===== config.mk =====
export PLATFORM = sky130hd
export DESIGN_NAME = qstat
export DESIGN_NICKNAME = d
export VERILOG_FILES = /design/src/rtl/qstat_pkg.sv /design/src/rtl/qstat_minmax.sv /design/src/rtl/qstat.sv
export SDC_FILE = /design/constraint.sdc
export NUM_CORES = 1
export LEC_CHECK = 0
export CORE_ASPECT_RATIO = 0.75
export CORE_MARGIN = 5
export CORE_UTILIZATION = 31
export DETAILED_ROUTE_END_ITERATION = 7
export PLACE_DENSITY = 0.54
export SLEW_MARGIN = 10
export SYNTH_ARGS = -nofsm -noshare
export SYNTH_HDL_FRONTEND = slang
export SYNTH_SLANG_ARGS = --single-unit

===== constraint.sdc =====
create_clock -name clk -period 4.2 [get_ports clk]
set_input_delay 1.05 -clock clk [delete_from_list [all_inputs] [get_ports clk]]
set_output_delay 1.05 -clock clk [all_outputs]
set_load 0.05 [all_outputs]

===== src/rtl/qstat_pkg.sv =====
// Shared types for qstat: stream element/result layouts at default widths and the FSM state.
// Widths are parameters of qstat, so the top declares width-matched copies of these structs.
package qstat_pkg;

  localparam int W_DATA_DEF = 16;
  localparam int W_SUM_DEF  = 32;
  localparam int W_CNT_DEF  = 16;

  // eot is the MSB, matching the range generator's output struct
  typedef struct packed {
    logic                  eot;
    logic [W_DATA_DEF-1:0] data;
  } din_t;

  typedef struct packed {
    logic [W_DATA_DEF-1:0] max;
    logic [W_DATA_DEF-1:0] min;
    logic [W_CNT_DEF-1:0]  cnt;
    logic [W_SUM_DEF-1:0]  sum;
  } dout_t;

  typedef enum logic {ACC = 1'b0, HOLD = 1'b1} state_t;

endpackage


===== src/rtl/qstat_minmax.sv =====
// Combinational min/max fold of one element into the running extremes.
// The first element of a transaction seeds both extremes.
module qstat_minmax #(
  parameter int W_DATA = 16,
  parameter bit SIGNED = 1'b0
) (
  input  logic [W_DATA-1:0] cur_min,
  input  logic [W_DATA-1:0] cur_max,
  input  logic [W_DATA-1:0] data,
  input  logic              first,
  output logic [W_DATA-1:0] nxt_min,
  output logic [W_DATA-1:0] nxt_max
);

  logic lt, gt;

  generate
    if (SIGNED) begin : g_signed
      assign lt = $signed(data) < $signed(cur_min);
      assign gt = $signed(data) > $signed(cur_max);
    end else begin : g_unsigned
      assign lt = data < cur_min;
      assign gt = data > cur_max;
    end
  endgenerate

  always_comb begin
    nxt_min = cur_min;
    nxt_max = cur_max;
    if (first || lt) nxt_min = data;
    if (first || gt) nxt_max = data;
  end

endmodule


===== src/rtl/qstat.sv =====
// Reduces each eot-terminated stream transaction to one {max, min, cnt, sum} word.
// One-deep output register; a new result may reload it in the same cycle it is consumed.
module qstat
  import qstat_pkg::*;
#(
  parameter int W_DATA = 16,
  parameter int W_SUM  = 32,
  parameter int W_CNT  = 16,
  parameter bit SIGNED = 1'b0
) (
  input  logic                             clk,
  input  logic                             rst,
  input  logic                             din_valid,
  output logic                             din_ready,
  input  logic [W_DATA:0]                  din_data,
  output logic                             dout_valid,
  input  logic                             dout_ready,
  output logic [2*W_DATA+W_CNT+W_SUM-1:0]  dout_data
);

  typedef struct packed {
    logic              eot;
    logic [W_DATA-1:0] data;
  } din_w_t;

  typedef struct packed {
    logic [W_DATA-1:0] max;
    logic [W_DATA-1:0] min;
    logic [W_CNT-1:0]  cnt;
    logic [W_SUM-1:0]  sum;
  } dout_w_t;

  if (W_SUM < W_DATA) begin : g_bad_sum
    $fatal(1, "qstat: W_SUM (%0d) must be >= W_DATA (%0d)", W_SUM, W_DATA);
  end
  if ($bits(din_data) != W_DATA + 1) begin : g_bad_din
    $fatal(1, "qstat: din_data width mismatch");
  end
  if ($bits(dout_data) != 2*W_DATA + W_CNT + W_SUM) begin : g_bad_dout
    $fatal(1, "qstat: dout_data width mismatch");
  end

  state_t            state, state_nxt;
  din_w_t            din;
  dout_w_t           out_q;
  logic [W_SUM-1:0]  sum_q, sum_nxt, ext;
  logic [W_CNT-1:0]  cnt_q, cnt_nxt;
  logic [W_DATA-1:0] min_q, max_q, min_nxt, max_nxt;
  logic              first_q;
  logic              hs_in, hs_eot;

  assign din        = din_w_t'(din_data);
  assign dout_valid = (state == HOLD);
  assign din_ready  = ~dout_valid | dout_ready;
  assign hs_in      = din_valid & din_ready;
  assign hs_eot     = hs_in & din.eot;
  assign dout_data  = out_q;

  generate
    if (SIGNED) begin : g_sext
      assign ext = W_SUM'($signed(din.data));
    end else begin : g_zext
      assign ext = W_SUM'(din.data);
    end
  endgenerate

  assign sum_nxt = sum_q + ext;
  assign cnt_nxt = (cnt_q == {W_CNT{1'b1}}) ? cnt_q : cnt_q + 1'b1;

  qstat_minmax #(.W_DATA(W_DATA), .SIGNED(SIGNED)) u_minmax (
    .cur_min (min_q),
    .cur_max (max_q),
    .data    (din.data),
    .first   (first_q),
    .nxt_min (min_nxt),
    .nxt_max (max_nxt)
  );

  always_comb begin
    state_nxt = state;
    case (state)
      ACC:  if (hs_eot) state_nxt = HOLD;
      HOLD: if (dout_ready && !hs_eot) state_nxt = ACC;
      default: state_nxt = ACC;
    endcase
  end

  always_ff @(posedge clk) begin
    if (rst) begin
      state   <= ACC;
      sum_q   <= '0;
      cnt_q   <= '0;
      min_q   <= '0;
      max_q   <= '0;
      first_q <= 1'b1;
      out_q   <= '0;
    end else begin
      state <= state_nxt;
      if (hs_eot) begin
        // closing element is folded straight into the result; accumulators restart
        out_q   <= '{max: max_nxt, min: min_nxt, cnt: cnt_nxt, sum: sum_nxt};
        sum_q   <= '0;
        cnt_q   <= '0;
        first_q <= 1'b1;
      end else if (hs_in) begin
        sum_q   <= sum_nxt;
        cnt_q   <= cnt_nxt;
        min_q   <= min_nxt;
        max_q   <= max_nxt;
        first_q <= 1'b0;
      end
    end
  end

endmodule

==> results.yml <==
outcome:
  status: "finished clean"
timing:
  setup_viol: 0
  hold_ws_ns: 0.458
  period_share_pct: 91.0
  max_slew_margin_pct: 28.8
  maxSlewViolCount: 0
  timing.fmax_mhz: 262
  skew_ns: 0.0114
  tightest_slew_ns: 1.06
  fin_crit_ns: 3.82
  grt_setup_unrepaired: "false"
  tns_ns: 0
  hold_viol: 0
routing:
  viasPerCell: 5.10
  route.detailed.drc: 0
  firstDrtPassIters: 5
  routedWlPerCell_um: 17.1
  dr_total_vias: 7892
  drt_iter0_markers: 497
  antenna_left: 0
  routed_wl_um: 26400
finish:
  stdcell_count: 1546
  n_antenna_cell: 0
  syn_to_final_growth_pct: 24.0
  drive_gt1_share_pct: 6.98
  final_cell_mix: "nor2_1 (170), dfxtp_1 (162), nand2_1 (101), clkdlybuf4s50_1 (101), a21oi_1 (68)"
  final_common_cell: "nor2_1"
  fin_nets: 1246
die:
  dieArea_um2: 31600
  fp.dieW_um: 204
  core_um2: 27900
  die_h_um: 155
  initial_utilization_pct: 31.3
  top_level_ports: 103
  rows: 53
synth:
  async_flop_share_pct: 0
  syn-cell-area_um2: 8720
  ys_types: 55
  synth_flop_cell: "dfxtp_1"
  synth_area_leader_cell: "dfxtp_1"
  synth_edf_count: 0
  synth_area_per_cell_um2: 8.07
  synth_cells: 1080
  yosysSeqAreaShare_pct: 37.2
  ys.warnings.count: 0
  synth_nets: 1150
  yosys.area.top_type_share_pct: 37.2
  synth_area_leaders: "dfxtp_1 (37%), nor2_1 (7.3%), ha_1 (6.9%), mux2i_1 (4.7%), nand2_1 (4.3%)"
  yosys_register_bits: 162
critical_path:
  critPathCaptureType: "register"
  crit_arrival_ns: 4.18
  critPathKind: "primary input to register"
  startpoint_type: "primary input"
  crit_fanout: 7
  reg2regPathDepth: 10
  required_ns: 4.56
clock_network:
  cts_htree_levels: 4
  insertion_delay_ns: 0.43
  cts_buffer_depth: 2
  cts_root_buf: "clkbuf_16"
  post-cts-setup-buffers: 0
  cts_buffers: 17
  clkSlewWorstSetupHoldPaths_ns: 0.06
  hold_buffers: 0
  cts_tree: "built"
  cts_sinks: 162
  cts_resized: 0
global_route:
  antenna_found_initial: 0
  globalRouteTotalUtil_pct: 16.6
  grt_overflow: 0
  grt_pass1_vias: 7415
  grt_start_max_net_pins: 83
  grt_first_pass_wirelength_um: 42000
place:
  place_inst: 1514
  place.gp.congestion: 0.833
  placement.io_buffers: 102
  dp_hpwl_um: 19100
power_and_ir_drop:
  cellPowerDensity_nw_per_um2: 385
  max-vdd-ir-drop_mv: 0.285
  leakagePower_nw: 4.06
worst_hold_path:
  hp-class: "register to register"
  hold_depth: 2
run:
  timing.max_cap.violations: 0
==> sequential cells by signal (all words and copies together), names as in the netlist <==
signal      cells
max_q          16
cnt_q          16
min_q          16
dout_data      80
dout_valid      1
sum_q          32
first_q         1
==> report_power, final <==
| part | internal [W] | switching [W] |
|---|---|---|
| clock network | 0.000834 | 0.000672 |
| registers | 0.00163 | 0.0000611 |
| logic | 0.000350 | 0.000617 |
| total | 0.00281 | 0.00135 |
==> worst max-delay path: stages <==
cell and delay, ns:
clkdlybuf4s50_1 0.48, ha_1 0.21, fa_1 0.24, a21o_1 0.16, nand4_1 0.16, a311oi_2 0.47, o21ai_0 0.20, buf_4 0.20
a2111o_1 0.49, or3_1 0.37, a21oi_1 0.14
==> cell type report <==
class | instances | area [um^2]
clock buffers | 20 | 447
clock inverters | 12 | 106
fillers | 2870 | 17000
inverters | 38 | 143
multi-input cells | 813 | 5060
flip-flops and latches | 162 | 3240
well taps | 357 | 447
repair buffers | 144 | 1360
==> Yosys cell counts, types with 3 or more instances <==
master and number:
nor2_1 170, dfxtp_1 162, nand2_1 101, a21oi_1 68, clkbuf_1 54, nor3_1 51
ha_1 48, o21ai_0 44, mux2i_1 41, xnor2_1 39, inv_1 37, a21o_1 28
a211oi_1 24, nand3_1 20, nor3b_1 17, nor4_1 17, nand4_1 16, o31ai_1 15
xor2_1 15, or3_1 12, and2_1 8, buf_2 8, and3_1 7, nand2b_1 7
o21a_1 7, a2111oi_0 6, a22o_1 6, a311oi_1 4, a32o_1 4, o211ai_1 4
a211o_1 3, a31oi_1 3, buf_1 3
==> through the flow <==
stage,worst slack [ns],cell area [um^2],power [W],utilization [%]
final,0.377,10800,0.00416,38.8
after global placement,0.0467,10300,0.00268,36.8
after global routing,0.239,10800,0.00435,38.8
after CTS,0.433,10800,0.00420,38.8
after floorplan,0.919,8720,0.00235,-
after detailed placement,-0.0135,10300,0.00269,36.8
==> per-layer routing <==
| layer | vias up | part of all wire [%] | wire (um) | global-route usage, % |
|---|---|---|---|---|
| li1 | 4014 | - | - | - |
| met1 | 3703 | 53 | 14100 | 24.9 |
| met2 | 152 | 41 | 10900 | 24.6 |
| met3 | 23 | 4.0 | 1050 | 3.29 |
| met4 | 0 | 1.5 | 391 | 3.85 |
| met5 | - | 0 | 0 | 0 |
==> path summary, 6_finish.rpt <==
check,start,end,slack [ns]
worst max-delay path,din_data[0],sum_q[26],0.38
worst min-delay path,sum_q[14],sum_q[14],0.46
worst max register to register,sum_q[0],sum_q[26],1.13
worst min register to register,sum_q[14],sum_q[14],0.46
==> logic make-up after synthesis <==
logic type / count (synthesis) / share of synthesized area (%)
AND/OR/NAND/NOR: 437 / 23.0
AO/OA/AOI/OAI: 231 / 17.6
flip-flops: 162 / 37.2
buffers and inverters: 105 / 4.81
XOR/XNOR: 54 / 5.43
adder cells (fa/ha/maj): 49 / 7.12
multiplexers: 42 / 4.84
Note: power is estimated with default switching activity, not from simulation.
